`src/rtl/spi_shifter_pkg.sv`:
```
// ---------------------------------------------------------------------------
// spi_shifter_pkg
//   Shared definitions for the SPI byte engine and its register block:
//   FSM state encodings, the {CPOL,CPHA} bit positions inside the mode field,
//   the register map of the surrounding spi_master, and a counter-width
//   helper.
// ---------------------------------------------------------------------------
package spi_shifter_pkg;

    // Transfer FSM encodings (kept as plain constants so the register block
    // can decode the same values).
    localparam logic [1:0] S_IDLE  = 2'd0;
    localparam logic [1:0] S_SHIFT = 2'd1;
    localparam logic [1:0] S_DONE  = 2'd2;

    // Bit positions inside the 2-bit mode field {CPOL,CPHA}.
    localparam int CPOL_BIT = 1;
    localparam int CPHA_BIT = 0;

    // spi_master register map.
    localparam int REG_STATUS   = 0;
    localparam int REG_DATA_OUT = 1;
    localparam int REG_DATA_IN  = 2;
    localparam int REG_CTRL     = 3;
    localparam int CTRL_SS_BIT  = 2;

    // Width of a down-counter that must hold max_val; never less than 1 bit.
    function automatic int cnt_width(input int max_val);
        int w;
        w = (max_val < 1) ? 1 : $clog2(max_val + 1);
        return (w < 1) ? 1 : w;
    endfunction

endpackage

```
`src/rtl/spi_shifter_if.sv`:
```
// ---------------------------------------------------------------------------
// spi_shifter_if
//   Bundles the control handshake between spi_master and the byte engine
//   together with the SPI pad signals.
//   master modport : the surrounding logic (register block + MISO pad) that
//                    requests transfers and reads back results.
//   slave modport  : the byte engine itself.
//   Signals:
//     start   1  start request, one-cycle pulse
//     mode    2  {CPOL,CPHA}
//     tx_data 8  byte to send
//     rx_data 8  last byte received
//     busy    1  transfer in progress
//     done    1  one-cycle pulse at transfer end
//     sclk    1  SPI clock
//     mosi    1  master out slave in
//     miso    1  master in slave out
// ---------------------------------------------------------------------------
interface spi_shifter_if;
    logic       start;
    logic [1:0] mode;
    logic [7:0] tx_data;
    logic [7:0] rx_data;
    logic       busy;
    logic       done;
    logic       sclk;
    logic       mosi;
    logic       miso;

    modport master (
        output start, mode, tx_data, miso,
        input  rx_data, busy, done, sclk, mosi
    );

    modport slave (
        input  start, mode, tx_data, miso,
        output rx_data, busy, done, sclk, mosi
    );
endinterface

```
`src/rtl/spi_shifter_clk_div.sv`:
```
// ---------------------------------------------------------------------------
// spi_shifter_clk_div
//   Reloadable down-counter producing a one-cycle tick every HALF_DIV cycles
//   while enabled. clear reloads HALF_DIV-1 so the first tick lands exactly
//   HALF_DIV cycles after the clearing cycle.
//   Ports:
//     clk    system clock
//     rst_n  asynchronous active-low reset
//     clear  reload the counter (transfer start)
//     en     count enable (SHIFT state only)
//     tick   SCLK half-period boundary, valid in the cycle it is high
// ---------------------------------------------------------------------------
module spi_shifter_clk_div #(
    parameter int HALF_DIV = 2,
    parameter int DIV_W    = 2
) (
    input  logic clk,
    input  logic rst_n,
    input  logic clear,
    input  logic en,
    output logic tick
);
    localparam logic [DIV_W-1:0] RELOAD = DIV_W'(HALF_DIV - 1);

    logic [DIV_W-1:0] div_cnt_reg;

    assign tick = en && (div_cnt_reg == '0);

    always_ff @(posedge clk or negedge rst_n) begin
        if (!rst_n) begin
            div_cnt_reg <= '0;
        end else if (clear) begin
            div_cnt_reg <= RELOAD;
        end else if (en) begin
            div_cnt_reg <= (div_cnt_reg == '0) ? RELOAD : div_cnt_reg - 1'b1;
        end
    end
endmodule

```
`src/rtl/spi_shifter.sv`:
```
// ---------------------------------------------------------------------------
// spi_shifter
//   Bit-level SPI engine: one full-duplex 8-bit byte per start, MSB first,
//   all four {CPOL,CPHA} modes. Slave select is handled by spi_master.
//   Ports:
//     clk    system clock, all state on posedge
//     rst_n  asynchronous active-low reset
//     bus    spi_shifter_if.slave (start/mode/tx_data in, rx_data/busy/done
//            out, sclk/mosi out, miso in)
//   Timing (H = HALF_DIV, T0 = start cycle): SCLK edge k registered in
//   cycle T0+k*H, done high in cycle T0+16*H+1, rx_data valid the cycle
//   after done.
// ---------------------------------------------------------------------------
module spi_shifter
    import spi_shifter_pkg::*;
#(
    parameter int CLK_FREQ  = 48_000_000,
    parameter int SCLK_FREQ = 1_000_000
) (
    input logic          clk,
    input logic          rst_n,
    spi_shifter_if.slave bus
);
    localparam int HALF_DIV = CLK_FREQ / (2 * SCLK_FREQ);
    localparam int DIV_W    = cnt_width(HALF_DIV);

    if (HALF_DIV < 1) begin : g_div_check
        $error("spi_shifter: CLK_FREQ/(2*SCLK_FREQ) must be at least 1");
    end

    logic [1:0] state_reg;
    logic       cpha_reg;
    logic [7:0] tx_sr_reg;
    logic [7:0] rx_sr_reg;
    logic [7:0] data_reg;
    logic [4:0] edge_cnt_reg;
    logic       sclk_reg;
    logic       mosi_reg;

    logic       start_ok;
    logic       tick;
    logic [4:0] edge_num;
    logic       leading;
    logic       sample_edge;

    assign start_ok = bus.start && (state_reg == S_IDLE);
    assign edge_num = edge_cnt_reg + 5'd1;
    // Odd-numbered edges move SCLK away from CPOL (leading edges).
    assign leading  = edge_num[0];
    // CPHA=0 samples on leading edges, CPHA=1 on trailing ones.
    assign sample_edge = (leading != cpha_reg);

    spi_shifter_clk_div #(
        .HALF_DIV (HALF_DIV),
        .DIV_W    (DIV_W)
    ) u_clk_div (
        .clk   (clk),
        .rst_n (rst_n),
        .clear (start_ok),
        .en    (state_reg == S_SHIFT),
        .tick  (tick)
    );

    always_ff @(posedge clk or negedge rst_n) begin
        if (!rst_n) begin
            state_reg    <= S_IDLE;
            cpha_reg     <= 1'b0;
            tx_sr_reg    <= '0;
            rx_sr_reg    <= '0;
            data_reg     <= '0;
            edge_cnt_reg <= '0;
            sclk_reg     <= 1'b0;
            mosi_reg     <= 1'b0;
        end else begin
            case (state_reg)
                S_IDLE: begin
                    sclk_reg <= bus.mode[CPOL_BIT];
                    if (bus.start) begin
                        state_reg    <= S_SHIFT;
                        cpha_reg     <= bus.mode[CPHA_BIT];
                        tx_sr_reg    <= bus.tx_data;
                        mosi_reg     <= bus.tx_data[7];
                        rx_sr_reg    <= '0;
                        edge_cnt_reg <= '0;
                    end
                end
                S_SHIFT: begin
                    if (tick) begin
                        sclk_reg     <= ~sclk_reg;
                        edge_cnt_reg <= edge_num;
                        if (sample_edge) begin
                            // MISO taken straight from the pin in the tick cycle.
                            rx_sr_reg <= {rx_sr_reg[6:0], bus.miso};
                        end else if (cpha_reg) begin
                            // CPHA=1 launches the current bit on leading edges.
                            mosi_reg  <= tx_sr_reg[7];
                            tx_sr_reg <= {tx_sr_reg[6:0], 1'b0};
                        end else if (edge_num != 5'd16) begin
                            // CPHA=0 already presented bit7 at start; trailing
                            // edges advance to the next bit, except the last.
                            mosi_reg  <= tx_sr_reg[6];
                            tx_sr_reg <= {tx_sr_reg[6:0], 1'b0};
                        end
                        if (edge_num == 5'd16) begin
                            state_reg <= S_DONE;
                        end
                    end
                end
                S_DONE: begin
                    data_reg  <= rx_sr_reg;
                    mosi_reg  <= 1'b0;
                    state_reg <= S_IDLE;
                end
                default: state_reg <= S_IDLE;
            endcase
        end
    end

    assign bus.sclk    = sclk_reg;
    assign bus.mosi    = mosi_reg;
    assign bus.rx_data = data_reg;
    assign bus.busy    = (state_reg != S_IDLE);
    assign bus.done    = (state_reg == S_DONE);
endmodule

```
`src/flat_wrapper.sv`:
```
// flat-port wrapper written by rule: the top's interface ports become plain ports
module spi_shifter_flat import spi_shifter_pkg::*;
#(
    parameter int CLK_FREQ  = 48_000_000,
    parameter int SCLK_FREQ = 1_000_000
)
  (clk, rst_n, bus_start, bus_mode, bus_tx_data, bus_miso, bus_rx_data, bus_busy, bus_done, bus_sclk, bus_mosi);
  spi_shifter_if bus_i ();
  input logic clk;
  input logic rst_n;
  input wire logic [$bits(bus_i.start)-1:0] bus_start;
  input wire logic [$bits(bus_i.mode)-1:0] bus_mode;
  input wire logic [$bits(bus_i.tx_data)-1:0] bus_tx_data;
  input wire logic [$bits(bus_i.miso)-1:0] bus_miso;
  output wire logic [$bits(bus_i.rx_data)-1:0] bus_rx_data;
  output wire logic [$bits(bus_i.busy)-1:0] bus_busy;
  output wire logic [$bits(bus_i.done)-1:0] bus_done;
  output wire logic [$bits(bus_i.sclk)-1:0] bus_sclk;
  output wire logic [$bits(bus_i.mosi)-1:0] bus_mosi;
  assign bus_i.start = bus_start;
  assign bus_i.mode = bus_mode;
  assign bus_i.tx_data = bus_tx_data;
  assign bus_i.miso = bus_miso;
  assign bus_rx_data = bus_i.rx_data;
  assign bus_busy = bus_i.busy;
  assign bus_done = bus_i.done;
  assign bus_sclk = bus_i.sclk;
  assign bus_mosi = bus_i.mosi;
  spi_shifter #(.CLK_FREQ(CLK_FREQ), .SCLK_FREQ(SCLK_FREQ)) u_core (.clk(clk), .rst_n(rst_n), .bus(bus_i));
endmodule
```
`config.mk`:
```
export PLATFORM = sky130hd
export DESIGN_NAME = spi_shifter_flat
export DESIGN_NICKNAME = d
export VERILOG_FILES = /design/src/rtl/spi_shifter_pkg.sv /design/src/rtl/spi_shifter_if.sv /design/src/rtl/spi_shifter_clk_div.sv /design/src/rtl/spi_shifter.sv /design/src/flat_wrapper.sv
export SDC_FILE = /design/constraint.sdc
export NUM_CORES = 1
export LEC_CHECK = 0
export ABC_AREA = 1
export CAP_MARGIN = 20
export CORE_MARGIN = 4
export CORE_UTILIZATION = 49
export DETAILED_ROUTE_END_ITERATION = 8
export HOLD_SLACK_MARGIN = 0.08
export PLACE_DENSITY_LB_ADDON = 0.25
export SLEW_MARGIN = 20
export SYNTH_ARGS = -nofsm -noshare
export SYNTH_HDL_FRONTEND = slang
export SYNTH_SLANG_ARGS = --single-unit
```
`constraint.sdc`:
```
create_clock -name clk -period 1.5 [get_ports clk]
set_input_delay 0.15 -clock clk [delete_from_list [all_inputs] [get_ports clk]]
set_output_delay 0.15 -clock clk [all_outputs]
set_load 0.01 [all_outputs]
```
==> results of run 1 <==
-- worst min-delay path: stages --
cell and delay [ps]:
dlygate4sd3_1 520, buf_2 90, buf_4 420
-- power breakdown --
part           internal (mW)  switching, mW
Sequential              1.31          0.177
Clock                  0.495          0.395
Combinational           1.36           1.60
-- cell families (layout without fill, tap and decap cells) --
| logic type | Yosys count | in the layout |
|---|---|---|
| simple gates | 121 | 124 |
| flops | 39 | 39 |
| compound gates | 35 | 35 |
| xor+xnor | 2 | 2 |
| buf+inv | 33 | 102 |
| fa+ha+maj | 8 | 8 |
| mux | 1 | 1 |
-- cell type report --
class / count / area [µm²] / area share
multi-input cells: 170 / 1109 / 0.3727
flip-flops and latches: 39 / 975.9 / 0.3281
inverters: 28 / 112.6 / 0.03786
clock inverters: 3 / 43.79 / 0.01472
well taps: 50 / 62.56 / 0.02103
clock buffers: 5 / 68.82 / 0.02314
repair buffers: 66 / 601.8 / 0.2024
-- cell usage after synthesis (all sizes together) --
master / instances / area, µm²
clkbuf: 1 / 3.750
buf: 4 / 38.78
ha: 8 / 100.1
o31ai: 2 / 15.01
o2111ai: 1 / 8.760
inv: 28 / 112.6
xnor2: 1 / 8.760
dfrtp: 39 / 975.9
a211o: 1 / 8.760
xor2: 1 / 8.760
a21oi: 9 / 45.04
nand3b: 1 / 7.510
nand3: 22 / 115.1
nand4: 3 / 18.77
nor2: 16 / 107.6
o211ai: 2 / 15.01
o21ai: 19 / 106.4
mux2: 1 / 11.26
o22ai: 1 / 6.260
nand2: 79 / 329.1
-- per-stage QoR --
step                      worst slack [ps]    util  hold WS, ps
after global routing                -135.1  0.7382        456.7
after floorplan                      5.772       -       -145.6
after CTS                           -56.98  0.7037        421.8
after detailed placement            -109.2  0.6314        232.9
final                               -84.59  0.7382        431.9
after global placement              -10.10  0.6314        228.4
-- metal layers --
layer  GRT usage  share of wire
met1      0.2562           0.42
met2      0.3397           0.51
met3     0.05923          0.045
met4     0.06762          0.021
met5           0              0
-- what timing repair did --
item                       in CTS  in global routing
setup endpoints to repair      25                 29
hold buffers                    1                  0
buffers inserted               10                  2
gates resized for setup        15                 28
cloned                          2                  1
hold endpoints to repair       39                  0
pin swaps                      11                 10
-- path summary, 6_finish.rpt --
path                                     start                endpoint  slack (ps)  cells past startpoint
hold / removal                           rst_n  u_core.edge_cnt_reg[3]         430                      3
min in group clk                      bus_miso     u_core.rx_sr_reg[0]         440                      3
max in group asynchronous                rst_n   u_core.bus.rx_data[5]         720                      3
setup reg to reg           u_core.state_reg[0]     u_core.rx_sr_reg[6]         -80                      9
hold reg to reg            u_core.tx_sr_reg[4]     u_core.tx_sr_reg[4]         480                      2
setup / recovery           u_core.state_reg[0]     u_core.rx_sr_reg[6]         -80                      9
==> reports/results.txt, run 1 <==
status -> finished with violations
violated checks -> negative setup slack
Remaining Overflow, GRT -> 0
mux cell area share after synthesis -> 0.005511
synthesized area -> 2043 µm²
CP startpoint kind -> register
via count -> 1827
total CTS buffers -> 5
Synthesized Nets -> 261
placed inst area -> 2544 µm²
initial DRC count -> 76
root buffer cell -> clkbuf_8
clock-pin slew on the worst setup and hold paths -> 80 ps
fin crit period -> 1585 ps
Cell Pwr Density -> 1795 nW/µm²
Syn Inst Count -> 239
min-delay worst type -> in2async
Final Slew Violations -> 0
final worst-path setup slack -> -84.59 ps
Starting Density -> 0.5071
Final Hold Viols -> 0
CTS sink cnt -> 39
Top-Level Pins -> 26
share of cells above drive strength 1 -> 0.3055
initial antenna violation count -> 0
Total Power -> 5.338 mW
largest family of logic cells by synthesized area -> simple AND/OR/NAND/NOR gates
largest stage delay on the critical path -> 400 ps
1st-pass router iterations -> 4
CTS tree -> done
Worst Setup Path Type -> reg2reg
Clock Path Buffers -> 2
first-pass GRT wire length -> 8.280 mm
Max rail drop VDD -> 0.9796 mV
H-Tree Level Count -> 2
Worst-Skew Late Latency -> 300 ps
ratio of final minimum period to clock period -> 1.056
Final Instance Area -> 2974 µm²
Final Non-Filler Cells -> 361
post-route antenna net violation count -> 0
critical path's most frequent cell -> buf_12
Residual DRC -> 0
Port Buf Inserts -> 25
crit end category -> register
total track usage -> 0.2047
Post-Route Setup TNS -> -987.1 ps
maximum fanout along the worst path -> 8
final WL -> 5.233 mm
Critical-path top delay cell -> dfrtp_1
Layout area overhead -> 45.56%
register area share after synthesis -> 0.4776
Synth Area in Simple Gates -> 0.2829
commonest non-fill, non-tap cell in the layout -> nand2_1
Critical Path RT -> 1720 ps
largest net degree at the start of global routing -> 40
vias in the first global route -> 1794
Die H -> 72.58 µm
Pleak -> 1.434 nW
maxcap violations -> 0
#FFs+latches synth -> 39
FP Rows -> 23
worst path bufs/invs -> 3
complex-gate fraction of the synthesized area -> 0.1004
DR WL/cell -> 14.50 µm
nets@finish -> 332
dpl hpwl -> 3.169 mm
fmax -> 631.1 MHz
Ys Warns -> 0
Syn Area/Cell -> 8.549 µm²
skew final -> 4.540 ps
WP data arrival -> 1810 ps
xor/xnor cell area share of the yosys netlist -> 0.008573
Placed Cells -> 338
Fill cells -> 291
Crit path max-delay family -> buffers and inverters
CP Cell Sequence -> buf_6, ha_4, buf_12, nand2_8, o21ai_4, buf_12, nor2_8, nand2_4, o21ai_1
unrepaired setup endpoints after global routing -> yes
Placer Congestion -> 0.7957
Slew @ Worst Pin -> 497.5 ps
most frequent cells in the layout -> nand2_1, dfrtp_1, buf_4, inv_1, clkdlybuf4s50_1
distinct cell type count after synthesis -> 31
endpoints failing setup -> 20
slew margin rel. -> 0.6683
Antenna diodes -> 0
Adder-Cell Fraction of Synth Area -> 0.04899
core area -> 4029 µm²
die area -> 5267 µm²
Vias/cell -> 5.061
Die X -> 72.58 µm
(Power assumes the default switching activity.)
==> run 2, diff against run 1 <==
--- a/config.mk
+++ b/config.mk
@@ -8,7 +8,7 @@
 export ABC_AREA = 1
 export CAP_MARGIN = 20
 export CORE_MARGIN = 4
-export CORE_UTILIZATION = 49
+export CORE_UTILIZATION = 55
 export DETAILED_ROUTE_END_ITERATION = 8
 export HOLD_SLACK_MARGIN = 0.08
 export PLACE_DENSITY_LB_ADDON = 0.25
==> constraint.sdc (replaced) <==
create_clock -name clk -period 1.6 [get_ports clk]
set_input_delay 0.16 -clock clk [delete_from_list [all_inputs] [get_ports clk]]
set_output_delay 0.16 -clock clk [all_outputs]
set_load 0.01 [all_outputs]
==> reports/results.txt, run 2 (synthesis gave the netlist of run 1 again) <==
share of cells above drive strength 1 -> 0.2014 (-0.1041)
1st-pass router iterations -> 4 (unchanged)
ratio of final minimum period to clock period -> 0.9675 (-0.08885)
Antenna diodes -> 0 (unchanged)
endpoints failing setup -> 0 (-100%)
Max rail drop VDD -> 0.9116 mV (-6.9%)
clock-pin slew on the worst setup and hold paths -> 80 ps (about the same)
final WL -> 4.396 mm (-16%)
post-route antenna net violation count -> 0 (unchanged)
critical path's most frequent cell -> buf_4
H-Tree Level Count -> 2 (unchanged)
Vias/cell -> 5.198 (+2.7%)
most frequent cells in the layout -> nand2_1, dfrtp_1, inv_1, clkdlybuf4s50_1, nand3_1
CP Cell Sequence -> inv_1, ha_2, buf_4, o21ai_4, nor2_8, buf_4, nand3_1, nand2_1
Post-Route Setup TNS -> 0 ps (+987.1 ps)
initial antenna violation count -> 0 (unchanged)
Top-Level Pins -> 26 (unchanged)
nets@finish -> 309 (-6.9%)
Pleak -> 1.270 nW (-11%)
die area -> 4754 µm² (-9.7%)
unrepaired setup endpoints after global routing -> yes
Starting Density -> 0.5891 (+0.08196)
Die H -> 68.95 µm (-5.0%)
core area -> 3468 µm² (-14%)
fmax -> 646.0 MHz (+2.4%)
Worst-Skew Late Latency -> 290 ps (about the same)
Remaining Overflow, GRT -> 0 (unchanged)
vias in the first global route -> 1685 (-6.1%)
fin crit period -> 1548 ps (-36.53 ps)
Worst Setup Path Type -> reg2reg
CP startpoint kind -> register
Total Power -> 3.996 mW (-25%)
Port Buf Inserts -> 25 (unchanged)
via count -> 1736 (-5.0%)
CTS sink cnt -> 39 (unchanged)
Residual DRC -> 0 (unchanged)
commonest non-fill, non-tap cell in the layout -> nand2_1
CTS tree -> done
slew margin rel. -> 0.6716 (+0.003247)
FP Rows -> 21 (-8.7%)
Final Instance Area -> 2600 µm² (-13%)
skew final -> 5.242 ps (+0.7023 ps)
Slew @ Worst Pin -> 492.6 ps (-4.869 ps)
largest stage delay on the critical path -> 380 ps (-20 ps)
Final Util -> 0.7496 (+0.01144)
placed inst area -> 2429 µm² (-4.5%)
initial DRC count -> 118 (+55%)
DR WL/cell -> 13.16 µm (-9.2%)
crit end category -> register
Cell Pwr Density -> 1537 nW/µm² (-14%)
root buffer cell -> clkbuf_8
first-pass GRT wire length -> 7.203 mm (-13%)
Clock Path Buffers -> 2 (unchanged)
status -> finished clean
maximum fanout along the worst path -> 8 (unchanged)
Critical-path top delay cell -> dfrtp_1
maxcap violations -> 0 (unchanged)
Layout area overhead -> 27.25%
Placer Congestion -> 0.8074 (+1.5%)
Die X -> 68.95 µm (-5.0%)
largest net degree at the start of global routing -> 40 (unchanged)
WP data arrival -> 1740 ps (-70 ps)
min-delay worst type -> in2reg
Final Hold Viols -> 0 (unchanged)
Crit path max-delay family -> flip-flops
total track usage -> 0.2075 (+0.002889)
Placed Cells -> 320 (-5.3%)
Final Non-Filler Cells -> 334 (-7.5%)
worst path bufs/invs -> 3 (unchanged)
dpl hpwl -> 3.087 mm (-2.6%)
total CTS buffers -> 5 (unchanged)
Final Slew Violations -> 0 (unchanged)
Critical Path RT -> 1790 ps (+70 ps)
[run 2: changes by cell type in the layout (fill, tap and decap cells not counted), sizes merged]
| cell | previous run | this run |
|---|---|---|
| buf | 41 | 20 |
| nor2 | 18 | 16 |
| bufinv | 1 | 0 |
| clkbuf | 5 | 6 |
| clkinv | 2 | 1 |
| clkinvlp | 0 | 1 |
[run 2: worst paths after layout]
check / startpoint / to / slack [ps] / cells past startpoint
worst max-delay path: u_core.state_reg[0] / u_core.rx_sr_reg[0] / 50 / 8
worst min-delay path: bus_miso / u_core.rx_sr_reg[0] / 420 / 3
worst max register to register: u_core.state_reg[0] / u_core.rx_sr_reg[0] / 50 / 8
worst min register to register: u_core.tx_sr_reg[5] / u_core.tx_sr_reg[5] / 470 / 2
max in group asynchronous: rst_n / u_core.rx_sr_reg[4] / 810 / 3
min in group asynchronous: rst_n / u_core.edge_cnt_reg[2] / 440 / 3
[run 2: report_power, final]
group          total [mW]  leakage (nW)  internal, mW  switching (mW)
clock               0.650        0.0412         0.305           0.345
combinational        1.96         0.718         0.810            1.15
sequential           1.39         0.510          1.23           0.165
total                4.00          1.27          2.34            1.66
[run 2: area by class of cell]
type,count,area [µm²]
timing repair buffer,45,407.9
inverter,28,112.6
tap,46,57.56
sequential,39,975.9
fill,269,868.3
multi-input combinational,168,960.9
clock buffer,6,72.57
clock inverter,2,12.51
[run 2: timing repair]
action / 4_1_cts / 5_1_grt
hold endpoints to repair: 39 / 0
setup endpoints to repair: 12 / 24
gates cloned: 0 / 1
pin swaps: 1 / 5
gates resized for setup: 5 / 13
setup buffers: 1 / 3
hold buffers: 1 / 0
[run 2: per-stage QoR]
step | hold slack (ps) | setup slack (ps)
3_5_place_dp | 239.3 | -0.9183
5_1_grt | 417.5 | -15.82
2_1_floorplan | -135.6 | 25.28
4_1_cts | 423.5 | 9.112
3_3_place_gp | 239.9 | 26.28
6_report | 422.7 | 51.94
[run 2: layer usage]
metal  GRT usage  part of all wire  vias to the layer above
li1            -                 -                      866
met1      0.2627              0.45                      821
met2      0.3298              0.49                       40
met3     0.05835             0.042                        9
met4     0.09246             0.019                        0
met5           0                 0                        -
[run 2: tightest hold or removal path, stage by stage]
cell	delay, ps
clkdlybuf4s50_1	400
nand3_1	80
nand2_1	40
==> run 3, diff against run 2 <==
--- a/config.mk
+++ b/config.mk
@@ -12,6 +12,7 @@
 export DETAILED_ROUTE_END_ITERATION = 8
 export HOLD_SLACK_MARGIN = 0.08
 export PLACE_DENSITY_LB_ADDON = 0.25
+export SETUP_SLACK_MARGIN = 0.4
 export SLEW_MARGIN = 20
 export SYNTH_ARGS = -nofsm -noshare
 export SYNTH_HDL_FRONTEND = slang
==> reports/results.txt, run 3 (synthesis gave the netlist of run 1 again) <==
initial DRC count -> 266 (+130%)
1st-pass router iterations -> 5 (+1)
Slew @ Worst Pin -> 493.0 ps (+0.3953 ps)
CP startpoint kind -> register
DP Worst Slack -> -11.94 ps (-11.02 ps)
Hold Slack -> 420.3 ps (-2.417 ps)
skew final -> 14.78 ps (+9.540 ps)
slew margin rel. -> 0.6713 (about the same)
Final Slew Violations -> 0 (unchanged)
dpl hpwl -> 2.869 mm (-7.1%)
fmax -> 605.7 MHz (-6.2%)
Port Buf Inserts -> 25 (unchanged)
Total Power -> 5.459 mW (+37%)
endpoints failing setup -> 5 (+5)
Post-Route Setup TNS -> -148.2 ps (-148.2 ps)
clock-pin slew on the worst setup and hold paths -> 90 ps (about the same)
Antenna diodes -> 0 (unchanged)
vias in the first global route -> 1873 (+11%)
status -> finished with violations
WP data arrival -> 1880 ps (+140 ps)
Worst-Skew Late Latency -> 310 ps (+20 ps)
most frequent cells in the layout -> nand2_1, dfrtp_1, buf_4, inv_1, nand2_2
maxcap violations -> 0 (unchanged)
post-route antenna net violation count -> 0 (unchanged)
final worst-path setup slack -> -50.94 ps (-102.9 ps)
root buffer cell -> clkbuf_8
Clock Path Buffers -> 2 (unchanged)
Top-Level Pins -> 26 (unchanged)
FP Rows -> 21 (unchanged)
core area -> 3468 µm² (unchanged)
Vias/cell -> 5.974 (+15%)
Final Util -> 0.9246 (+0.1750)
Placer Congestion -> 0.8919 (+10%)
Die X -> 68.95 µm (unchanged)
net switching share of the total power -> 0.4460 (+0.03153)
final WL -> 7.111 mm (+62%)
total CTS buffers -> 5 (unchanged)
Die H -> 68.95 µm (unchanged)
hold depth -> 3 (unchanged)
internal power -> 3.024 mW (+29%)
Cell Pwr Density -> 1702 nW/µm² (+11%)
Placed Cells -> 315 (-1.6%)
commonest non-fill, non-tap cell in the layout -> nand2_1
nets@finish -> 324 (+4.9%)
Remaining Overflow, GRT -> 0 (unchanged)
unrepaired setup endpoints after global routing -> yes
CTS sink cnt -> 39 (unchanged)
maximum fanout along the worst path -> 7 (-1)
Pleak -> 1.492 nW (+17%)
die area -> 4754 µm² (unchanged)
violated checks -> negative setup slack
power share of the combinational group -> 0.578 (+0.088)
min-delay worst type -> in2reg
total track usage -> 0.2641 (+0.05651)
DR WL/cell -> 20.38 µm (+55%)
Final Hold Viols -> 0 (unchanged)
Flop pwr share -> 0.264 (-0.084)
Residual DRC -> 0 (unchanged)
largest net degree at the start of global routing -> 40 (unchanged)
first-pass GRT wire length -> 8.956 mm (+24%)
Worst Setup Path Type -> reg2reg
share of cells above drive strength 1 -> 0.4191 (+0.2178)
cells on worst reg2reg path -> 8 (unchanged)
Final Instance Area -> 3207 µm² (+23%)
CTS tree -> done
H-Tree Level Count -> 2 (unchanged)
Layout area overhead -> 56.95%
Sw Pwr -> 2.435 mW (+47%)
via count -> 2085 (+20%)
crit end category -> register
fin crit period -> 1651 ps (+102.9 ps)
Max rail drop VDD -> 1.261 mV (+38%)
placed inst area -> 2429 µm² (unchanged)
Starting Density -> 0.5891 (unchanged)
ratio of final minimum period to clock period -> 1.032 (+0.06430)
Final Non-Filler Cells -> 349 (+4.5%)
Critical Path RT -> 1830 ps (+40 ps)
initial antenna violation count -> 0 (unchanged)
Clock Power Share -> 0.158 (-0.005)
==> run 3: cell type report <==
class | instances | area, µm²
Clock buffer | 5 | 68.82
Clock inverter | 3 | 43.79
Fill cell | 131 | 261.5
Inverter | 28 | 130.1
Multi-Input combinational cell | 170 | 1324
Sequential cell | 39 | 975.9
Tap cell | 46 | 57.56
Timing Repair Buffer | 58 | 606.8
==> run 3: timing repair <==
action / 4_1_cts / 5_1_grt
pin swaps: 19 / 13
endpoints found under the setup margin: 47 / 40
gates resized for setup: 57 / 64
hold buffers: 1 / 0
cloned: 3 / 1
endpoints found under the hold margin: 39 / 0
setup buffers: 16 / 5
==> run 3: power by group through the flow <==
stage                     sequential [mW]  combinational (mW)  clock, mW
after floorplan                      1.40                1.28          0
after global placement               1.40                1.73          0
after detailed placement             1.40                1.77          0
after CTS                            1.39                2.52      0.837
after global routing                 1.46                3.37      0.913
final                                1.44                3.15      0.865
==> run 3: layer usage <==
| layer | GRT usage | routed length [µm] |
|---|---|---|
| met1 | 0.3027 | 2601 |
| met2 | 0.4607 | 3576 |
| met3 | 0.06807 | 552 |
| met4 | 0.1168 | 381 |
| met5 | 0 | 0 |
==> run 3: path summary, 6_finish.rpt <==
path	startpoint	end	slack, ps
min reg2reg	u_core.tx_sr_reg[1]	u_core.tx_sr_reg[1]	490
min	bus_mode[0]	u_core.cpha_reg	420
max reg2reg	u_core.state_reg[1]	u_core.rx_sr_reg[7]	-50
min in group asynchronous	rst_n	u_core.bus.rx_data[2]	430
max	u_core.state_reg[1]	u_core.rx_sr_reg[7]	-50
max in group asynchronous	rst_n	u_core.bus.sclk	820
==> run 3: worst max-delay path, cell delays in order, from the launching register on <==
cell and delay, ps:
dfrtp_1 420, inv_2 110, ha_4 240, buf_12 130, o21ai_4 60, buf_12 150, nor2_8 170, nand2_8 100
o21ai_1 180
